`src/rtl/prbs_sat_counter.sv`:
```
// Saturating up-counter with synchronous clear; clear has priority over increment.
module prbs_sat_counter #(
    parameter int WIDTH = 16
) (
    input  logic             clk,
    input  logic             rst_n,
    input  logic             clr,
    input  logic             inc,
    output logic [WIDTH-1:0] cnt
);
    logic [WIDTH-1:0] cnt_q, cnt_d;

    always_comb begin
        cnt_d = cnt_q;
        if (clr)
            cnt_d = '0;
        else if (inc && (cnt_q != '1))
            cnt_d = cnt_q + 1'b1;
    end

    always_ff @(posedge clk or negedge rst_n) begin
        if (!rst_n) cnt_q <= '0;
        else        cnt_q <= cnt_d;
    end

    assign cnt = cnt_q;
endmodule

```
`config.mk`:
```
export PLATFORM = sky130hd
export DESIGN_NAME = prbs_sat_counter
export DESIGN_NICKNAME = d
export VERILOG_FILES = /design/src/rtl/prbs_sat_counter.sv
export SDC_FILE = /design/constraint.sdc
export NUM_CORES = 1
export LEC_CHECK = 0
export ABC_AREA = 1
export BUFFER_PORTS_ARGS = -buffer_cell sky130_fd_sc_hd__buf_2
export CAP_MARGIN = 25
export CORE_UTILIZATION = 50
export CTS_BUF_LIST = sky130_fd_sc_hd__clkbuf_8
export DETAILED_ROUTE_END_ITERATION = 10
export PLACE_DENSITY_LB_ADDON = 0.05
export SYNTH_ARGS = -nofsm -noshare
export SYNTH_HDL_FRONTEND = slang
export SYNTH_SLANG_ARGS = --single-unit
```
`constraint.sdc`:
```
create_clock -name clk -period 1.6 [get_ports clk]
set_clock_uncertainty 0.2 [all_clocks]
set_input_delay 0.16 -clock clk [delete_from_list [all_inputs] [get_ports clk]]
set_output_delay 0.16 -clock clk [all_outputs]
set_load 0.005 [all_outputs]
```
# Word level (Yosys, flattened, before mapping)
# Index checks and enable logic that the tools add are counted.
# totals
memories	0
latch_bits	0
ff_bits	16
romBits	0
ram_bits	0
out_inout_bits	16
wordCells	7
inputBits	4
# classes
n_mux	2
n_addsub	1
mul	0
eq_ne	1
div	0
order_cmp	0
shifts	0
n_reduce_logical	2
bitwise_logic	0
# ops
cell	count
16-bit two-way mux	2
16-bit by 1-bit adder with 16-bit output, second input constant	1
16-bit inequality test, second input constant	1
2-bit nonzero test	1
1-bit logical AND	1

# Longest topological paths before layout
# Gate-level depths: netlist (run 1).
# depth
ltp_word	4
mapped_depth	10

# Worst setup path before layout (run 1)
# Ideal clock, no wire load.
# synth_path
path_type	reg2reg
from	reg cnt_q[0] (netlist: cnt[0])
to	reg cnt_q[2] (netlist: cnt[2])
stages_incl_launch_ff	10
setup_ps	66
t_arrival_ps	1417
synth_period_minus_slack_ps	1683
setup_slack_ps	-83
required_time_ps	1334
path_cell_list	dfrtp_1 ha_1 nand2_2 nor2_4 nand2_4 nor2_1 nor2_1 buf_2 nand4_1 nand2_1
# synth_between
elab_chain_len	3
word_cells_on_any_way	6
cone_classes	1 x add/sub; 1 x eq/ne; 2 x mux; 2 x reduce/logical
# synth_lines
item	line_no	rtl
start, declared	11	logic [WIDTH-1:0] cnt_q, cnt_d;
start signal, assigned	23	else cnt_q <= cnt_d;
16-bit by 1-bit adder with 16-bit output or 16-bit inequality test (tied branches)	18, 17	
16-bit two-way mux or 1-bit logical AND (tied branches)	17	else if (inc && (cnt_q != '1))
16-bit two-way mux or 2-bit nonzero test (tied branches)	-	
# Several ways; a longest one is shown, not always the timed one. The select of a mux whose other input is x is not followed.
# A chain may end at the register's enable or synchronous reset.

# Worst setup path in the final report (run 1)
# layout_path
from	reg cnt_q[0] (netlist: cnt[0])
to	reg cnt_q[8] (netlist: cnt[8])
# Same word-level chain as after synthesis.

==> summary by stage, run 1 <==
Status
The flow ran to the end, but the final reports show violations. The final reports fail on negative setup slack.

Cells and area
The number of filler cells placed in the layout is 148. The area of the multi-input gates is approximately 620 um2. The register with the most flip-flops in the layout has 16 of them. The utilization after layout is 0.7564.

The proportion of layout cells with a drive suffix above 1 is 0.3770. The final net count is slightly below 200. Summing all flip-flop and latch instances after layout gives roughly 400 um2. From synthesis to final layout, the design area changed by 43.06%. The repair_antennas step left the layout with diodes totalling 0.

Critical path
The number of cells traversed by the worst register-to-register path is 9. The worst setup path is captured at a register. The largest driver fanout on the critical path is 7. The number of cells on the critical path is 9. The start-to-end type of the worst setup path is register to register. STA classifies the critical path startpoint as a register. In this run the critical register-to-register path is launched from cnt[0]. The setup slack of the worst register-to-register path is -0.04 ns. The library cell appearing most often on the critical path is sky130_fd_sc_hd__nand2_4. The slowest library cell on the worst path is sky130_fd_sc_hd__dfrtp_1. The signal on the critical path passes through ha_2 > nand2_4 > nor2_4 > nand2_4 > o21ai_4 > nand2_4 > inv_6 > nand2_1 > nand2_1. The buffer and inverter count on the worst path is 1. The destination of the worst register-to-register timing path is cnt[8].

The arrival time at the worst endpoint is approximately 1.6 ns. For this run, the slowest stage of the critical path takes between 0.3 and 0.4 ns. The cell family with the largest share of critical-path delay is simple AND/OR/NAND/NOR gates. The worst endpoint required time is about 1.6 ns.

Synth
The share of the Yosys chip area taken by registers is 0.3860. Synthesis inferred 16 register bits. The synthesized netlist contains 23 unique library cells. Synthesis produced a netlist whose cell count is approximately 140.

Each instance of the synthesized netlist takes up on average slightly above 7 um2. Yosys printed 0 warnings. Synthesis produced a netlist with a net count of between 100 and 150. The post-synth design cell area is 1037 um2.

Drt
The final route contains ~1100 vias. The average wire length per cell after detail routing is 12.33 um. Dividing the detail-routed via count by the number of cells gives around 5.

The count of routing violations after the opening detailed-route iteration is 36. After detailed routing, the number of remaining DRC violations is 0. The final antenna-violating net count is 0.

Before antenna repair, the detailed router went through 4 iterations. Wires add up to 2687 um.

Timing
The hold violation total from the final report is 0. Timing would allow up to around 610 MHz. The transition time at the pin with the least slew margin is around 0.36 ns. The least setup slack across all paths after layout is -0.03861 ns. The routed design could run at a clock period as short as 1.639 ns. Setup repair after global routing could not meet its margin everywhere.

Headroom to the max-slew limit came out at 0.7594. The final count of pins violating max slew came to 0. The number of endpoints failing setup at the final stage is 13. In the finished design, the share of the clock period the worst path needs comes to 1.024.

Clock tree
The clock-pin slew on the worst setup and hold paths is 0.07 ns. The later pin in the worst-skew pair is clocked with a latency of 0.25 ns. The H-tree depth reported by CTS is 1. Clock tree synthesis found a total of 16 sinks.

The clock buffer count from CTS is 3. Clock tree synthesis selected as its root buffer the cell sky130_fd_sc_hd__clkbuf_8. The number of buffers on the longest clock path is 2.

TritonCTS built the clock tree.

Power and ir drop
The worst IR drop on VDD is around 0.00056 V. The sequential share of power is 0.478. The total power is approximately 0.00086 W. The power per standard cell area is 580.8 nW/um2. The total internal power is ~0.00066 W.

The net load switching power is about 0.00020 W. Of the total power, the share spent switching nets is 0.2312. The leakage power is around 0.82 nW.

Of the total power, combinational logic draws 0.103. Of the total power, the clock network draws 0.419.

Flow run
The max-capacitance violation count is 0.

Die
For this configuration, the core starts out at a cell density of 0.5287. The floorplan step set the die width to 47.55 um. The number of top-level pins is 20. The full die area is 2261 um2. Row generation in the floorplan step produced 16 rows. The die is approximately 48 um tall. The floorplan core area is 1962 um2.

Global route
Across every metal layer, demand over resource in global routing totals 0.2420. The initial antenna violation count is 0. The total overflow left after global routing is 0. The pin count of the biggest net entering global routing is 17. The first-pass GRT wire length is roughly 3800 um.

The number of global-route vias before repair came to 842.

Worst hold path
The type of the worst min-delay path is primary input to asynchronous set/reset pin.

Placement
OpenSTA, run right after detailed placement, puts the worst setup slack at -0.03911 ns. The HPWL after detailed placement is roughly 1800 um. At the end of routability-driven placement, the weighted congestion stood at roughly 0.85. The total of buffers placed on input and output ports is 19.
==> power groups by stage <==
| stage | Combinational [W] | Sequential [W] | Clock [W] |
|---|---|---|---|
| 5_1_grt | 0.0000966 | 0.000412 | 0.000391 |
| 3_5_place_dp | 0.0000670 | 0.000419 | 0 |
| 2_1_floorplan | 0.0000356 | 0.000421 | 0 |
| 4_1_cts | 0.0000756 | 0.000412 | 0.000371 |
| 6_report | 0.0000888 | 0.000412 | 0.000361 |
| 3_3_place_gp | 0.0000662 | 0.000419 | 0 |
==> per-layer routing <==
| metal | up-vias | GRT usage | part of all wire |
|---|---|---|---|
| li1 | 558 | - | - |
| met1 | 506 | 0.3310 | 0.45 |
| met2 | 33 | 0.3808 | 0.48 |
| met4 | 0 | 0.1056 | 0.023 |
| met5 | - | 0 | 0 |
| met3 | 7 | 0.03396 | 0.044 |
==> what timing repair did <==
item | CTS | global route
gates cloned | 0 | 1
hold endpoints to repair | 17 | 0
pin swaps | 6 | 7
resized for setup | 5 | 20
hold buffers | 2 | 0
setup endpoints to repair | 15 | 16
buffers inserted | 3 | 2
==> worst max path at each step <==
stage               startpoint  endpoint  slack [ns]
finish                  cnt[0]    cnt[8]       -0.04
global route            cnt[0]   cnt[10]       -0.14
CTS                     cnt[0]   cnt[14]       -0.02
detailed placement      cnt[0]   cnt[10]       -0.04
global placement        cnt[0]    cnt[9]        0.01
floorplan               cnt[1]    cnt[7]       -0.07
==> per-stage QoR <==
stage | std cells | hold WS (ns) | cell area [um2] | TNS, ns
after global placement | 206 | -0.1095 | 1280 | 0
after global routing | 218 | 0.1765 | 1484 | -1.577
after detailed placement | 206 | -0.1031 | 1280 | -0.2917
final | 218 | 0.1487 | 1484 | -0.3217
after CTS | 215 | 0.09320 | 1390 | -0.02783
after floorplan | 144 | -0.3356 | 1040 | -0.8711
==> Yosys cell counts <==
library cell / instances / area share
sky130_fd_sc_hd__buf_2: 1 / 0.0048
sky130_fd_sc_hd__o21ai_0: 4 / 0.019
sky130_fd_sc_hd__nand2_2: 2 / 0.012
sky130_fd_sc_hd__buf_1: 1 / 0.0036
sky130_fd_sc_hd__nand2_1: 55 / 0.20
sky130_fd_sc_hd__o21bai_1: 2 / 0.014
sky130_fd_sc_hd__o21ai_4: 1 / 0.016
sky130_fd_sc_hd__ha_1: 1 / 0.012
sky130_fd_sc_hd__nor2_1: 14 / 0.051
sky130_fd_sc_hd__a21oi_1: 1 / 0.0048
sky130_fd_sc_hd__inv_2: 1 / 0.0036
sky130_fd_sc_hd__nor3_1: 1 / 0.0048
sky130_fd_sc_hd__buf_12: 1 / 0.019
sky130_fd_sc_hd__dfrtp_1: 16 / 0.39
sky130_fd_sc_hd__xnor2_1: 2 / 0.017
sky130_fd_sc_hd__nand2_4: 2 / 0.022
sky130_fd_sc_hd__nand3_1: 12 / 0.058
sky130_fd_sc_hd__nand4_1: 9 / 0.054
sky130_fd_sc_hd__inv_1: 11 / 0.040
sky130_fd_sc_hd__nor2_4: 2 / 0.022
sky130_fd_sc_hd__xor2_1: 3 / 0.025
sky130_fd_sc_hd__inv_4: 1 / 0.0060
sky130_fd_sc_hd__or2_2: 1 / 0.0060
==> placed cells by master (no fill, tap or decap), types with 2 or more instances in the layout <==
cell type / instances
sky130_fd_sc_hd__nand2_1: 48
sky130_fd_sc_hd__buf_4: 21
sky130_fd_sc_hd__buf_2: 19
sky130_fd_sc_hd__dfrtp_1: 15
sky130_fd_sc_hd__nor2_1: 12
sky130_fd_sc_hd__inv_1: 11
sky130_fd_sc_hd__nand3_1: 10
sky130_fd_sc_hd__nand4_1: 9
sky130_fd_sc_hd__nand2_2: 6
sky130_fd_sc_hd__nand2_4: 5
sky130_fd_sc_hd__clkbuf_8: 4
sky130_fd_sc_hd__nor2_4: 3
sky130_fd_sc_hd__o21ai_0: 3
sky130_fd_sc_hd__xor2_1: 3
sky130_fd_sc_hd__buf_6: 3
sky130_fd_sc_hd__nand3_2: 2
sky130_fd_sc_hd__xnor2_1: 2
sky130_fd_sc_hd__o21bai_1: 2
sky130_fd_sc_hd__dlygate4sd3_1: 2
==> logic make-up after synthesis <==
logic type	after synthesis	share of synthesized area
simple gates	98	0.4282
buf+inv	16	0.07719
flops	16	0.3860
compound gates	8	0.05428
xor+xnor	5	0.04223
fa+ha+maj	1	0.01206
==> final cells by class <==
type,instances,share of cell area
Multi-Input combinational cell,112,0.4157
Sequential cell,16,0.2707
Timing Repair Buffer,45,0.2066
Inverter,13,0.04132
Clock buffer,4,0.03710
Tap cell,27,0.02277
Timing Repair inverter,1,0.005902
Note: power is estimated with default switching activity, not from simulation.
==> run 2, diff against run 1 <==
- CORE_ASPECT_RATIO: not set -> 1.25
==> run 2 against run 1 <==
  * Design area shrank 1.7%
  * Sequential power is essentially flat
  * Final cell count shrank 3.2%
  * Wire length grew 2.3%
  * The flow still finishes with violations (negative setup slack)
  * Highest routed layer unchanged
  * Combinational power shrank 1%
  * Maximum frequency grew 0.22%
==> summary by stage, run 2 (synthesis results as in run 1) <==
Worst hold path
The type of the worst min-delay path is primary input to register. The startpoint of the lowest-slack hold path is inc.

Critical path
Traced cell by cell, the critical path runs through ha_2 > nand2_4 > nor2_4 > nand2_4 > o21ai_4 > nand2_4 > inv_8 > nand2_2 > nand2_1. The most critical setup path has its startpoint at cnt[0]. STA classifies the critical path startpoint as a register.

The critical path in this run is classified as register to register. Of all nets on the critical path, the largest fanout is 7. For this design, the slowest cell found on the critical path is sky130_fd_sc_hd__dfrtp_1. The worst register-to-register path begins at cnt[0].

The category of the worst setup path capture point is a register. On the critical path the largest part of the delay comes from simple AND/OR/NAND/NOR gates. The library cell appearing most often on the critical path is sky130_fd_sc_hd__nand2_4. Counting both buffers and inverters, the worst setup path holds a total of 1. The worst endpoint required time is ~1.6 ns.

The arrival time at the worst endpoint is 1.63 ns. The largest incremental delay on the critical path is 0.36 ns.

Clock tree
Counting along the longest clock path gives a buffer depth of 2. The count of clock tree sinks is 16. The clock latency on the worst-skew pair is 0.25 ns. In this run the number of H-tree levels came out at 1.

The TritonCTS clock tree is built. The clock-pin slew on the worst setup and hold paths is around 0.070 ns. The clock buffer count from CTS is 3.

The tree is rooted in a sky130_fd_sc_hd__clkbuf_8.

Cells and area
The number of filler cells placed in the layout is between 150 and 200. Of the cells placed in the final design, the portion with a size suffix greater than 1 is 0.3874. The library cells used most frequently in the layout, excluding fill and tap cells, are sky130_fd_sc_hd__nand2_1, sky130_fd_sc_hd__buf_4, sky130_fd_sc_hd__buf_2. The area growth from synthesis to final layout is 40.65%. Leaving out filler cells and counting taps, the final layout contains 211. At the end of the flow the core is filled with cells to 0.7446. The number of flip-flops in the largest register is 16.

The repair_antennas step left the layout with diodes totalling 0. The library cell used most frequently in the layout, excluding fill and tap cells, is sky130_fd_sc_hd__nand2_1. The final layout contains just under 200 nets.

Placement
Buffers placed on the I/O ports in this run total 19. Detailed placement ended at an HPWL of between 1500 and 2000 um. The total placed cells including tap cells is between 200 and 250. The final RePlAce weighted congestion is approximately 0.8.

Global route
Global routing finished with a remaining overflow of 0. The first-pass GRT wire length is about 4300 um. The number of global-route vias before repair is about 1000. Entering global routing, the biggest net connects 17 pins.

The overall fraction of global-route tracks in use is 0.2567. The initial antenna violation count is 0.

Drt
The uppermost layer routed is met4. Dividing the detail-routed via count by the number of cells gives 5.299. The first-pass detailed-route iteration total is 4. In the final routing, the length of wire on met1 measures roughly 1300 um.

The routed design uses roughly 1400 um of met2 wire. In this run the remaining antenna-violating nets after routing total 0. In the final routed layout, each cell accounts on average for roughly 13 um. The routed wire length is approximately 2700 um. After detailed routing, the met3 layer carries about 67 um of wire. The post-route DRC violation count is 0. The detailed-route via count is around 1100. In this run, the number of DRC markers left after iteration 0 of detailed routing was 25.

Timing
The hold violation total from the final report is 0. Setup violations remaining at the end of the flow were counted as 14. Setup repair after global routing could not meet its margin everywhere. Measured against its own limit, the worst slew margin works out to 0.7528. Dividing the final minimum period by the clock period gives 1.022.

After layout, the worst setup slack is -0.03509 ns. For the pin with the worst max-slew slack, the measured transition is about 0.37 ns. The final count of pins violating max slew is 0. The clock period minus final worst setup slack is 1.635 ns. Static timing analysis puts the maximum clock frequency at between 600 and 700 MHz.

Status
The run finished, with violations left. The final reports fail on negative setup slack.

Die
The floorplan core area is 1959 um2. Row generation in the floorplan step produced 18 rows. Measured along the y axis, the die boundary spans approximately 53 um. For this configuration, the core starts out at a cell density of 0.5294. 20 I/O pins were placed. The horizontal die dimension is between 40 and 50 um. The full die area is 2262 um2.

Power and ir drop
The total power is approximately 0.00087 W. Dividing total power by cell area gives a power density of 596.7 nW/um2. The worst IR drop on VDD is around 0.00054 V. The leakage power is 0.8002 nW.

Flow run
The max-capacitance violation count is 0.
run 2: cell types whose count changed in the layout (fill, tap and decap cells not counted), moves of 2 or more:
cell | before | now
sky130_fd_sc_hd__buf_6 | 3 | 1
sky130_fd_sc_hd__inv_8 | 0 | 2
sky130_fd_sc_hd__nand2_2 | 6 | 11
sky130_fd_sc_hd__buf_4 | 21 | 23
sky130_fd_sc_hd__nand2_1 | 48 | 45
sky130_fd_sc_hd__nand2_4 | 5 | 3
run 2: worst register-to-register path: cells and delay by family (launching register included):
family,cells,cell delay [ns]
AND/OR/NAND/NOR,6,0.51
flip-flops,1,0.36
adder cells (fa/ha/maj),1,0.21
AO/OA/AOI/OAI,1,0.16
buffers and inverters,1,0.13
run 2: timing repair:
action | CTS | global route
pin swaps | 11 | 4
hold buffers | 2 | 0
setup buffers | 2 | 1
cloned | 1 | 0
hold endpoints to repair | 17 | 0
endpoints found under the setup margin | 16 | 16
gates resized for setup | 6 | 19
run 2: where the power goes:
| group | internal [W] | total (W) | switching [W] | leakage (nW) |
|---|---|---|---|---|
| Combinational | 0.0000334 | 0.0000875 | 0.0000541 | 0.549 |
| Sequential | 0.000409 | 0.000412 | 0.00000320 | 0.222 |
| Clock | 0.000219 | 0.000371 | 0.000153 | 0.0288 |
run 2: cell type report:
type / count / area, um2 / area share
clock buffer: 4 / 55.05 / 0.03774
inverter: 13 / 56.30 / 0.03859
multi-input combinational: 112 / 611.8 / 0.4194
sequential: 16 / 400.4 / 0.2744
tap: 20 / 25.02 / 0.01715
timing repair buffer: 45 / 299.0 / 0.2050
timing repair inverter: 1 / 11.26 / 0.007719
run 2: path summary, 6_finish.rpt:
path	to	slack [ns]	depth (start not counted)
setup / recovery	cnt[4]	-0.04	9
hold / removal	cnt[13]	0.10	5
setup reg to reg	cnt[4]	-0.04	9
max in group asynchronous	cnt[10]	0.75	2
hold reg to reg	cnt[6]	0.35	2
min in group asynchronous	cnt[4]	0.18	2
run 2: metal layers:
layer  vias up  global-route usage
li1        557                   -
met5         -                   0
met2        20              0.4924
met1       537              0.2934
met3         4             0.03072
met4         0             0.07292
run 2: stage by stage:
step	TNS [ns]	setup slack, ns	hold WS (ns)	cell area [um2]
finish	-0.3762	-0.03509	0.1035	1459
global route	-1.363	-0.09943	0.1124	1459
CTS	-0.08458	-0.01458	0.1031	1398
detailed placement	-0.3334	-0.03627	-0.1035	1286
global placement	0	0.01706	-0.1083	1286
floorplan	-0.8711	-0.07261	-0.3356	1040
